**config.mk**
```make
export PLATFORM = sky130hd
export DESIGN_NAME = soc_boot_seq
export DESIGN_NICKNAME = d
export VERILOG_FILES = /design/src/rtl/soc_boot_seq.sv
export SDC_FILE = /design/constraint.sdc
export NUM_CORES = 1
export LEC_CHECK = 0
export CORE_MARGIN = 2
export CORE_UTILIZATION = 30
export DETAILED_ROUTE_END_ITERATION = 6
export PLACE_DENSITY_LB_ADDON = 0.12
export SLEW_MARGIN = 20
export SYNTH_ARGS = -nofsm -noshare
export SYNTH_HDL_FRONTEND = slang
export SYNTH_SLANG_ARGS = --single-unit
```
**constraint.sdc**
```tcl
create_clock -name clk_i -period 2.8 [get_ports clk_i]
set_input_delay 0.56 -clock clk_i [delete_from_list [all_inputs] [get_ports clk_i]]
set_output_delay 0.56 -clock clk_i [all_outputs]
set_load 0.02 [all_outputs]
```
**src/rtl/soc_boot_seq.sv**
```systemverilog
// SoC reset/boot sequencer: holds SoC reset, debounces and latches the boot mode,
// and drains outstanding bus traffic before a software-requested reset.
//
// state  | meaning
// HOLD   | SoC reset asserted, hold counter running
// SAMPLE | SoC reset asserted, waiting for boot_mode_i to stay stable
// RUN    | SoC released, boot mode latched and valid
// DRAIN  | software reset requested, waiting for idle or timeout
module soc_boot_seq #(
    parameter int HoldCycles   = 16,
    parameter int StableCycles = 8,
    parameter int DrainTimeout = 256
) (
    input  logic       clk_i,
    input  logic       rst_ni,
    input  logic       test_mode_i,
    input  logic [1:0] boot_mode_i,
    input  logic       sw_rst_req_i,
    input  logic       soc_idle_i,
    output logic       soc_rst_no,
    output logic [1:0] boot_mode_o,
    output logic       boot_valid_o,
    output logic       sw_rst_ack_o,
    output logic       drain_timeout_o
);

    localparam logic [1:0] HOLD   = 2'd0;
    localparam logic [1:0] SAMPLE = 2'd1;
    localparam logic [1:0] RUN    = 2'd2;
    localparam logic [1:0] DRAIN  = 2'd3;

    localparam logic [10:0] HoldLast   = 11'(HoldCycles - 1);
    localparam logic [10:0] StableMax  = 11'(StableCycles);
    localparam logic [15:0] DrainLast  = 16'(DrainTimeout - 1);

    logic [1:0]  state_q;
    logic [10:0] hold_cnt_q;
    logic [10:0] stable_cnt_q;
    logic [15:0] drain_cnt_q;
    logic [1:0]  capture_q;
    logic        soc_rst_q;
    logic [1:0]  boot_mode_q;
    logic        boot_valid_q;
    logic        ack_q;
    logic        timeout_q;

    always_ff @(posedge clk_i or negedge rst_ni) begin
        if (!rst_ni) begin
            state_q      <= HOLD;
            hold_cnt_q   <= '0;
            stable_cnt_q <= '0;
            drain_cnt_q  <= '0;
            capture_q    <= '0;
            soc_rst_q    <= 1'b0;
            boot_mode_q  <= '0;
            boot_valid_q <= 1'b0;
            ack_q        <= 1'b0;
            timeout_q    <= 1'b0;
        end else begin
            ack_q     <= 1'b0;
            timeout_q <= 1'b0;
            case (state_q)
                HOLD: begin
                    if (hold_cnt_q >= HoldLast) begin
                        state_q      <= SAMPLE;
                        hold_cnt_q   <= '0;
                        capture_q    <= boot_mode_i;
                        stable_cnt_q <= '0;
                    end else if (hold_cnt_q != '1) begin
                        hold_cnt_q <= hold_cnt_q + 11'd1;
                    end
                end
                SAMPLE: begin
                    // a mismatch on the would-be latch edge still restarts the window
                    if (boot_mode_i != capture_q) begin
                        capture_q    <= boot_mode_i;
                        stable_cnt_q <= '0;
                    end else if (stable_cnt_q >= StableMax) begin
                        boot_mode_q  <= capture_q;
                        boot_valid_q <= 1'b1;
                        soc_rst_q    <= 1'b1;
                        stable_cnt_q <= '0;
                        state_q      <= RUN;
                    end else if (stable_cnt_q != '1) begin
                        stable_cnt_q <= stable_cnt_q + 11'd1;
                    end
                end
                RUN: begin
                    if (sw_rst_req_i) begin
                        state_q     <= DRAIN;
                        drain_cnt_q <= '0;
                    end
                end
                DRAIN: begin
                    // idle takes priority over a timeout landing on the same edge
                    if (soc_idle_i || (drain_cnt_q >= DrainLast)) begin
                        state_q      <= HOLD;
                        soc_rst_q    <= 1'b0;
                        boot_valid_q <= 1'b0;
                        ack_q        <= 1'b1;
                        timeout_q    <= ~soc_idle_i;
                        drain_cnt_q  <= '0;
                        hold_cnt_q   <= '0;
                    end else if (drain_cnt_q != '1) begin
                        drain_cnt_q <= drain_cnt_q + 16'd1;
                    end
                end
                default: state_q <= HOLD;
            endcase
        end
    end

    // DFT bypass is the only logic between soc_rst_q and the pin
    assign soc_rst_no      = test_mode_i ? rst_ni : soc_rst_q;
    assign boot_mode_o     = boot_mode_q;
    assign boot_valid_o    = boot_valid_q;
    assign sw_rst_ack_o    = ack_q;
    assign drain_timeout_o = timeout_q;

endmodule
```
[After elaboration in Yosys (flattened, before gate mapping)]
Cells that the tools add are included.
Cells by class
  add/subtract/negate cells: 3
  magnitude comparators: 3
  equality and inequality tests: 16
  mux-type cells: 31
  bitwise logic cells: 2
  reductions and logical operators: 13
Operators by type and width (number)
  $mux W11: 7
  $mux W16: 3
  $pmux W11 S2: 2
  $pmux W16 S2: 1
  $add A11 B1 Y11 const B: 2
  $ge A11 B4 Y1 const B: 2
  $ne A11 B11 Y1 const B: 2
  $add A16 B1 Y16 const B: 1
  $ge A16 B8 Y1 const B: 1
  $ne A16 B16 Y1 const B: 1
  $reduce_and A3 Y1: 5
  $mux W2: 7
  $ne A2 B2 Y1 const B: 6
  $mux W1: 8
  $pmux W2 S4: 1
  $reduce_bool A2 Y1: 4
  $ne A3 B3 Y1 const B: 2
  $reduce_and A5 Y1: 1
  $eq A2 B2 Y1 const B: 2
  $ne A4 B4 Y1 const B: 1
  $pmux W2 S2: 1
  $reduce_and A4 Y1: 1
  $eq A2 B1 Y1 const B: 1
  $logic_not A2 Y1: 1
  4 further kinds: 5
Word-level totals
  flip-flop bits (word level): 47
  input bits: 7
  output and inout bits: 6
  logic and storage cells: 77

[Logic depth before layout (Yosys ltp)]
Gate-level depths: netlist of the first run.
  word-level depth: 5
  mapped depth: 7
  depth with buffers taken out: 6

[Least setup slack after synthesis of the first run]
Ideal clock, no wire load.
  path type: reg-to-reg
  from: register drain_cnt_q[12]
  to: register state_q[1]
  library setup time: 0.125 ns
  arrival: 1.918 ns
  required time: 2.675 ns
  slack: 0.757 ns
  cell stages (with the launch flop): 5
  path buffers: 0
  period minus slack after synthesis: 2.043 ns
  cells stage by stage: dfrtp_1 or4_4 a2111oi_4 a2111o_1 mux2_2
Between the ends
  longest elaborated chain between the ends: 4
Ends and longest elaborated chain
  from (decl): RTL line 39  | logic [15:0] drain_cnt_q;
  from (signal assigned): RTL line 105  | drain_cnt_q <= drain_cnt_q + 16'd1;
  $ge A16 B8 Y1: RTL line 96  | if (soc_idle_i || (drain_cnt_q >= DrainLast)) begin
  $logic_or A1 B1 Y1: RTL line 96
  $ne A2 B2 Y1 (no line)
  $reduce_and A5 Y1 (no line)
  to (signal assigned): RTL line 90  | state_q <= DRAIN;
  to (signal assigned): RTL line 97  | state_q <= HOLD;
  to (signal assigned): RTL line 108  | default: state_q <= HOLD;
  to (decl): RTL line 36  | logic [1:0] state_q;
No other way between the ends.
A chain may end at the register's enable or synchronous reset.

[Final worst setup path of the first run]
  from: input test_mode_i
  to: output soc_rst_no
Between the ends
  longest elaborated chain between the ends: 1
Ends and longest elaborated chain
  from (decl): RTL line 16  | input logic test_mode_i,
  $mux W1: RTL line 114  | assign soc_rst_no = test_mode_i ? rst_ni : soc_rst_q;
  to (decl): RTL line 20  | output logic soc_rst_no,
No other way between the ends.

==> results.sh, run 1 <==
export IMPL_fin_crit_sh_pct=87.0
export IMPL_status="complete, no violations"
export IMPL_num_nets_final=282
export IMPL_cp_end_kind="output pin"
export IMPL_synthArstFlopShare_pct=100
export IMPL_start_kind="input pin"
export IMPL_regArea_mm2=0.00118
export IMPL_critical_path_cell_chain="clkdlybuf4s50_1, mux2_2, clkdlybuf4s50_1"
export IMPL_cts_made_buffers=5
export IMPL_worstReg2RegStart="drain_cnt_q[12]"
export IMPL_max_stage_delay_ns=0.53
export IMPL_clkLatencyLatePin_ns=0.30
export IMPL_crit_path_start="test_mode_i"
export IMPL_cts_sinks=47
export IMPL_hp_class="input pin to async pin"
export IMPL_htree_num_levels=2
export IMPL_ys_warn_count=0
export IMPL_p_leak_nw=1.21
export IMPL_dieHeight_um=94.6
export IMPL_ios=13
export IMPL_power_density_mw_per_mm2=725
export IMPL_required_ns=2.24
export IMPL_cts_resized=0
export IMPL_rsz0062_at_grt="no"
export IMPL_multiInputGateArea_mm2=0.00123
export IMPL_synth_edf_count=0
export IMPL_tightest_slew_ns=0.802
export IMPL_path_max_fanout=1
export IMPL_p_int_mw=1.25
export IMPL_diodes=0
export IMPL_syn_nets=263
export IMPL_report_final_hold_viol_count=0
export IMPL_die_w_um=94.6
export IMPL_crit_type="input pin to output pin"
export IMPL_swShare_pct=38.8
export IMPL_cp_common_cell="clkdlybuf4s50_1"
export IMPL_ctsHoldBuffers=0
export IMPL_final_common_cell="dfrtp_1"
export IMPL_fin_skew_ns=0.0136
export IMPL_slowest_stage="clkdlybuf4s50_1"
export IMPL_min_period_ns=2.43
export IMPL_preCtsSetupSlack_ns=0.362
export IMPL_power_frac_comb_pct=38.4
export IMPL_drt_wl_total_um=5450
export IMPL_grt_start_max_net_pins=48
export IMPL_grt_first_pass_wirelength_um=9130
export IMPL_synth_area_mm2=0.00246
export IMPL_clock_power_share_pct=21.4
export IMPL_dr_pass1_iters=4
export IMPL_num_vias=1963
export IMPL_drive_above_1_share_pct=11.9
export IMPL_wl_per_cell_um=14.6
export IMPL_cts_buffer_depth=2
export IMPL_cts_root_buffer="clkbuf_8"
export IMPL_ant_nets=0
export IMPL_vdd_drop_max_mv=0.262
export IMPL_start_util_pct=30.5
export IMPL_setup_violations=0
export IMPL_first_global_vias=1939
export IMPL_synth_cells=248
export IMPL_coreArea_mm2=0.00809
export IMPL_portBuffers=12
export IMPL_maxSlewViolCount=0
export IMPL_hold_slack_ns=0.418
export IMPL_dieArea_mm2=0.00896
export IMPL_syn_area_per_cell_um2=9.94
export IMPL_antenna_found_initial=0
export IMPL_cts_tree="built"
export IMPL_drcViolationCount=0
export IMPL_routed_via_density=5.26
export IMPL_grt_overflow_total=0
export IMPL_cap_violations=0
export IMPL_synth_ff_type="dfrtp_1"
export IMPL_ys_seq_area_share_pct=47.7
export IMPL_rows=33
export IMPL_postCtsSetupRepairBufs=0
export IMPL_routabilityCongestion=0.769
export IMPL_hpwl_um=4030
export IMPL_drt_initial_drc_count=55
export IMPL_ys_types=51
export IMPL_worst_slack_ns=0.365
export IMPL_synth_seq_cells=47
export IMPL_finalSetupTns_ns=0
export IMPL_area_growth_pct=14.5
export IMPL_crit_arrival_ns=1.87
export IMPL_switching_power_mw=0.795
export IMPL_final_cell_mix="dfrtp_1 (47), nor2_1 (30), nand2_1 (20), a31oi_1 (14), clkdlybuf4s50_1 (11)"
export IMPL_path_clk_slew_ns=0.09
export IMPL_fill_cells=866
export IMPL_max_freq_mhz=411
export IMPL_seq_power_share_pct=40.3
export IMPL_slew_headroom_pct=45.0
export IMPL_grt_use_total_pct=13.0
cells by family (layout without fill, tap and decap cells):
family | Yosys count | after routing | share of synthesized area [%]
flops | 47 | 47 | 47.7
fa+ha+maj | 8 | 8 | 4.06
mux | 9 | 9 | 4.21
simple gates | 107 | 107 | 22.9
xor+xnor | 2 | 2 | 0.711
buf+inv | 14 | 34 | 2.44
compound gates | 61 | 61 | 18.0
cells in the mapped netlist (all sizes together), types with 7 or more instances:
master,instances,area [µm²]
nor2,31,119
ha,8,100
o21ai,7,35.0
mux2,8,93.8
dfrtp,47,1180
nand2,20,75.1
and3,9,57.6
inv,9,33.8
a31oi,14,87.6
a21oi,10,50.1
nand4,8,50.1
final timing paths:
path / end / slack, ns / depth (start not counted)
min: stable_cnt_q[3] / 0.42 / 2
min in group clk_i: stable_cnt_q[10] / 0.51 / 2
max in group asynchronous: drain_cnt_q[4] / 1.96 / 2
min reg2reg: stable_cnt_q[10] / 0.51 / 2
max reg2reg: hold_cnt_q[0] / 0.60 / 5
max: soc_rst_no / 0.37 / 3
routing by layer:
layer	wire length, µm	part of all wire (%)	up-vias	track usage [%]
met5	0	0	-	0
met4	49	0.90	0	3.38
met3	113	2.1	5	2.55
met2	2710	50	15	22.5
met1	2570	47	966	16.5
li1	-	-	977	-
registers in the layout, summed over array words and instances (netlist names):
| register | cells |
|---|---|
| capture_q | 2 |
| boot_valid_o | 1 |
| stable_cnt_q | 11 |
| hold_cnt_q | 11 |
| drain_cnt_q | 16 |
| sw_rst_ack_o | 1 |
| drain_timeout_o | 1 |
| state_q | 2 |
| boot_mode_o | 2 |
critical path, delay by kind of cell:
kind | cells | cell delay, ns
buffers and inverters | 2 | 0.99
muxes | 1 | 0.32
power by group through the flow:
stage	Combinational [mW]	Sequential (mW)	Clock [mW]
after detailed placement	0.800	0.837	0
final	0.785	0.824	0.438
after global placement	0.812	0.835	0
after floorplan	0.590	0.823	0
after CTS	0.799	0.824	0.458
after global routing	0.891	0.838	0.481
final cells by class:
class | instances | area share (%)
flip-flops and latches | 47 | 41.7
inverters | 9 | 1.20
well taps | 105 | 4.66
multi-input cells | 187 | 43.5
clock inverters | 2 | 0.576
repair buffers | 17 | 5.41
clock buffers | 6 | 2.93
through the flow:
| stage | power [mW] | instances | area (µm²) | util, % |
|---|---|---|---|---|
| final | 2.05 | 373 | 2820 | 34.9 |
| after global routing | 2.21 | 373 | 2820 | 34.9 |
| after detailed placement | 1.64 | 365 | 2720 | 33.6 |
| after floorplan | 1.41 | 248 | 2460 | - |
| after CTS | 2.08 | 373 | 2820 | 34.9 |
| after global placement | 1.65 | 365 | 2720 | 33.6 |
Note: power is estimated with default switching activity, not from simulation.
==> run 2: changes to the inputs <==
--- a/config.mk
+++ b/config.mk
@@ -5,10 +5,12 @@
 export SDC_FILE = /design/constraint.sdc
 export NUM_CORES = 1
 export LEC_CHECK = 0
+export CAP_MARGIN = 20
 export CORE_MARGIN = 2
 export CORE_UTILIZATION = 30
 export DETAILED_ROUTE_END_ITERATION = 6
 export PLACE_DENSITY_LB_ADDON = 0.12
+export RECOVER_POWER = 100
 export SLEW_MARGIN = 20
 export SYNTH_ARGS = -nofsm -noshare
 export SYNTH_HDL_FRONTEND = slang
==> results.sh, run 2 (same netlist as run 1, synthesis figures left out) <==
export IMPL_cp_end_kind="output pin"
export IMPL_preCtsSetupSlack_ns=0.362
export IMPL_placed_cell_area_mm2=0.00272
export IMPL_report_final_hold_viol_count=0
export IMPL_grt_overflow_total=0
export IMPL_wl_met3_um=139
export IMPL_drive_above_1_share_pct=10.1
export IMPL_drt_wl_total_um=5430
export IMPL_status="complete, no violations"
export IMPL_drcViolationCount=0
export IMPL_cts_root_buffer="clkbuf_8"
export IMPL_vdd_drop_max_mv=0.255
export IMPL_routed_via_density=5.29
export IMPL_crit_arrival_ns=1.98
export IMPL_tightest_slew_ns=1.16
export IMPL_min_period_ns=2.54
export IMPL_path_max_fanout=1
export IMPL_ctsHoldBuffers=0
export IMPL_cts_sinks=47
export IMPL_slew_headroom_pct=22.9
export IMPL_routed_wl_met2_um=2710
export IMPL_dr_max_layer_used="met4"
export IMPL_routabilityCongestion=0.769
export IMPL_slowest_stage="dlygate4sd3_1"
export IMPL_first_global_vias=1939
export IMPL_final_common_cell="dfrtp_1"
export IMPL_worst_slack_ns=0.256
export IMPL_met1_length_um=2530
export IMPL_dr_pass1_iters=5
export IMPL_cts_made_buffers=5
export IMPL_wl_per_cell_um=14.6
export IMPL_max_stage_delay_ns=0.64
export IMPL_hp_class="flop to flop"
export IMPL_crit_type="input pin to output pin"
export IMPL_largest_register_ff_count=16
export IMPL_drt_initial_drc_count=57
export IMPL_required_ns=2.24
export IMPL_start_kind="input pin"
export IMPL_area_growth_pct=13.2
export IMPL_ant_nets=0
export IMPL_num_nets_final=282
export IMPL_regMostFlops="drain_cnt_q"
export IMPL_top_regs="drain_cnt_q: 16 flops, hold_cnt_q: 11 flops, stable_cnt_q: 11 flops"
export IMPL_htree_num_levels=2
export IMPL_fin_area_mm2=0.00279
export IMPL_coreArea_mm2=0.00809
export IMPL_rows=33
export IMPL_power_density_mw_per_mm2=728
export IMPL_hpwl_um=4030
export IMPL_rsz0062_at_grt="no"
export IMPL_fin_crit_sh_pct=90.9
export IMPL_path_clk_slew_ns=0.09
export IMPL_start_util_pct=30.5
export IMPL_dieArea_mm2=0.00896
export IMPL_grt_use_total_pct=13.0
export IMPL_max_freq_mhz=393
export IMPL_die_w_um=94.6
export IMPL_ios=13
export IMPL_hold_slack_ns=0.506
export IMPL_final_cell_mix="dfrtp_1 (47), nor2_1 (31), nand2_1 (20), a31oi_1 (14), a21oi_1 (10)"
export IMPL_critical_path_cell_chain="clkdlybuf4s50_1, mux2_2, dlygate4sd3_1"
export IMPL_maxSlewViolCount=0
export IMPL_clkLatencyLatePin_ns=0.30
export IMPL_cts_buffer_depth=2
export IMPL_postCtsSetupRepairBufs=0
export IMPL_p_leak_nw=1.21
export IMPL_dieHeight_um=94.6
export IMPL_fin_skew_ns=0.0135
export IMPL_finalSetupTns_ns=0
export IMPL_cts_resized=0
export IMPL_cts_tree="built"
export IMPL_antenna_found_initial=0
export IMPL_grt_start_max_net_pins=48
export IMPL_fill_cells=870
export IMPL_num_vias=1975
export IMPL_setup_violations=0
export IMPL_cap_violations=0
export IMPL_grt_first_pass_wirelength_um=9130
export IMPL_portBuffers=12
export IMPL_diodes=0
[run 2: cell types whose count changed in the layout (fill, tap and decap cells not counted), sizes merged]
cell,change
dlygate4sd3,+7
clkbuf,+4
buf,-4
clkdlybuf4s50,-7
[run 2: final cells by class]
type	instances	area (µm²)	area share [%]
Multi-Input combinational cell	187	1210	43.3
Sequential cell	47	1180	42.1
Timing Repair Buffer	17	141	5.07
Tap cell	105	131	4.71
Clock buffer	6	82.6	2.96
Inverter	9	33.8	1.21
Clock inverter	2	16.3	0.583
[run 2: final timing paths]
| kind | startpoint | end | slack [ns] | cells past startpoint |
|---|---|---|---|---|
| max | test_mode_i | soc_rst_no | 0.26 | 3 |
| min | stable_cnt_q[10] | stable_cnt_q[10] | 0.51 | 2 |
| max reg2reg | drain_cnt_q[9] | hold_cnt_q[0] | 0.35 | 5 |
| min reg2reg | stable_cnt_q[10] | stable_cnt_q[10] | 0.51 | 2 |
| max in group asynchronous | rst_ni | drain_cnt_q[4] | 1.34 | 2 |
| min in group asynchronous | rst_ni | stable_cnt_q[3] | 0.74 | 2 |
[run 2: per-layer routing]
metal,GRT usage [%],vias to the layer above
met5,0,-
met4,3.38,0
met2,22.5,26
li1,-,982
met3,2.55,5
met1,16.5,962
[run 2: through the flow]
step                util [%]  std cells  power [mW]
floorplan                  -        248        1.41
global placement        33.6        365        1.65
detailed placement      33.6        365        1.64
CTS                     34.9        373        2.08
global route            34.5        373        2.20
finish                  34.5        373        2.03
[run 2: where the power goes]
part,internal [mW],switching [mW]
Combinational,0.288,0.483
Sequential,0.752,0.0717
Clock,0.202,0.236
[run 2: worst max-delay path, delay by kind of cell]
kind,cells,cell delay [ns]
multiplexers,1,0.32
buffers and inverters,2,1.10
==> run 3: changes to the inputs <==
--- a/config.mk
+++ b/config.mk
@@ -7,7 +7,7 @@
 export LEC_CHECK = 0
 export CAP_MARGIN = 20
 export CORE_MARGIN = 2
-export CORE_UTILIZATION = 30
+export CORE_UTILIZATION = 29
 export DETAILED_ROUTE_END_ITERATION = 6
 export PLACE_DENSITY_LB_ADDON = 0.12
 export RECOVER_POWER = 100
==> results.sh, run 3 (same netlist as run 1, synthesis figures left out) <==
export IMPL_status="complete, no violations"
export IMPL_dieHeight_um=96.2
export IMPL_antenna_found_initial=0
export IMPL_htree_num_levels=2
export IMPL_start_kind="input pin"
export IMPL_fin_crit_sh_pct=91.0
export IMPL_required_ns=2.24
export IMPL_path_clk_slew_ns=0.08
export IMPL_cts_tree="built"
export IMPL_routed_via_density=5.26
export IMPL_ant_nets=0
export IMPL_fin_util_pct=34.0
export IMPL_report_final_hold_viol_count=0
export IMPL_rsz0062_at_grt="no"
export IMPL_dr_pass1_iters=5
export IMPL_wl_per_cell_um=15.1
export IMPL_maxSlewViolCount=0
export IMPL_num_vias=1952
export IMPL_portBuffers=12
export IMPL_ctsHoldBuffers=0
export IMPL_die_w_um=96.2
export IMPL_postCtsSetupRepairBufs=0
export IMPL_start_util_pct=30.0
export IMPL_regMostFlops="drain_cnt_q"
export IMPL_tightest_slew_ns=1.19
export IMPL_hpwl_um=4080
export IMPL_placed_cell_area_mm2=0.00271
export IMPL_fin_skew_ns=0.00984
export IMPL_grt_first_pass_wirelength_um=9680
export IMPL_p_leak_nw=1.21
export IMPL_hp_class="flop to flop"
export IMPL_worstHoldStart="boot_mode_o[1]"
export IMPL_grt_use_total_pct=13.4
export IMPL_power_density_mw_per_mm2=735
export IMPL_crit_buf_inv=2
export IMPL_drive_above_1_share_pct=10.2
export IMPL_grt_start_max_net_pins=48
export IMPL_drt_initial_drc_count=88
export IMPL_slowest_stage="dlygate4sd3_1"
export IMPL_crit_type="input pin to output pin"
export IMPL_cts_root_buffer="clkbuf_8"
export IMPL_place_inst=363
export IMPL_fin_area_mm2=0.00280
export IMPL_cts_resized=0
export IMPL_crit_arrival_ns=1.99
export IMPL_clkLatencyLatePin_ns=0.30
export IMPL_num_nets_final=280
export IMPL_area_growth_pct=13.5
export IMPL_rows=33
export IMPL_first_global_vias=1962
export IMPL_diodes=0
export IMPL_cp_end_kind="output pin"
export IMPL_grt_overflow_total=0
export IMPL_max_stage_delay_ns=0.65
export IMPL_cap_violations=0
export IMPL_min_period_ns=2.55
export IMPL_final_cell_mix="dfrtp_1 (47), nor2_1 (31), nand2_1 (20), a31oi_1 (14), a21oi_1 (10)"
export IMPL_finalSetupTns_ns=0
export IMPL_crit_path_start="test_mode_i"
export IMPL_cts_buffer_depth=2
export IMPL_top_regs="drain_cnt_q: 16 flops, hold_cnt_q: 11 flops, stable_cnt_q: 11 flops"
export IMPL_routabilityCongestion=0.745
export IMPL_drcViolationCount=0
export IMPL_largest_register_ff_count=16
export IMPL_cts_sinks=47
export IMPL_ios=13
export IMPL_slew_headroom_pct=20.5
export IMPL_final_cells=371
export IMPL_coreArea_mm2=0.00822
export IMPL_setup_violations=0
export IMPL_worstReg2RegStart="drain_cnt_q[10]"
export IMPL_vdd_drop_max_mv=0.224
export IMPL_path_max_fanout=1
export IMPL_drt_wl_total_um=5610
export IMPL_critical_path_cell_chain="clkdlybuf4s50_1, mux2_2, dlygate4sd3_1"
export IMPL_max_freq_mhz=393
export IMPL_cts_made_buffers=5
export IMPL_dieArea_mm2=0.00925
export IMPL_final_common_cell="dfrtp_1"
export IMPL_critical_path_top_delay_family="buffers and inverters"
export IMPL_power_mw=2.06
## run 3: final timing paths
check                                 endpoint  slack (ns)  cells past startpoint
worst max-delay path                soc_rst_no        0.25                      3
worst min-delay path            boot_mode_o[1]        0.51                      1
worst max register to register      state_q[1]        0.57                      4
worst min register to register  boot_mode_o[1]        0.51                      1
max in group asynchronous         sw_rst_ack_o        1.34                      2
min in group asynchronous        hold_cnt_q[2]        0.73                      2
## run 3: worst reg2reg max path: cells and delay by family, from the launching register on
kind	cells	cell delay, ns
multiplexers	1	0.33
flip-flops	1	0.43
AO/OA/AOI/OAI	2	0.73
AND/OR/NAND/NOR	1	0.63
## run 3: final cells by class
| type | instances | area (µm²) |
|---|---|---|
| Multi-Input combinational cell | 187 | 1220 |
| Sequential cell | 47 | 1180 |
| Clock buffer | 8 | 100 |
| Timing Repair Buffer | 15 | 134 |
| Inverter | 9 | 33.8 |
| Tap cell | 105 | 131 |
| Fill cell | 848 | 5420 |
## run 3: power breakdown
| part | internal [mW] | switching, mW | leakage, nW |
|---|---|---|---|
| Combinational | 0.280 | 0.496 | 0.518 |
| Clock | 0.226 | 0.232 | 0.0515 |
| Sequential | 0.752 | 0.0706 | 0.643 |
## run 3: metrics by stage
step                      setup WS, ns  hold WS (ns)
after floorplan                  0.757         0.264
after global placement           0.362         0.480
after detailed placement         0.366         0.498
after CTS                        0.359         0.472
after global routing             0.230         0.554
final                            0.253         0.506
## run 3: metal layers
metal / track usage [%] / part of all wire [%]
met1: 17.9 / 48
met5: 0 / 0
met4: 3.21 / 1.2
met2: 22.3 / 48
met3: 2.43 / 2.1
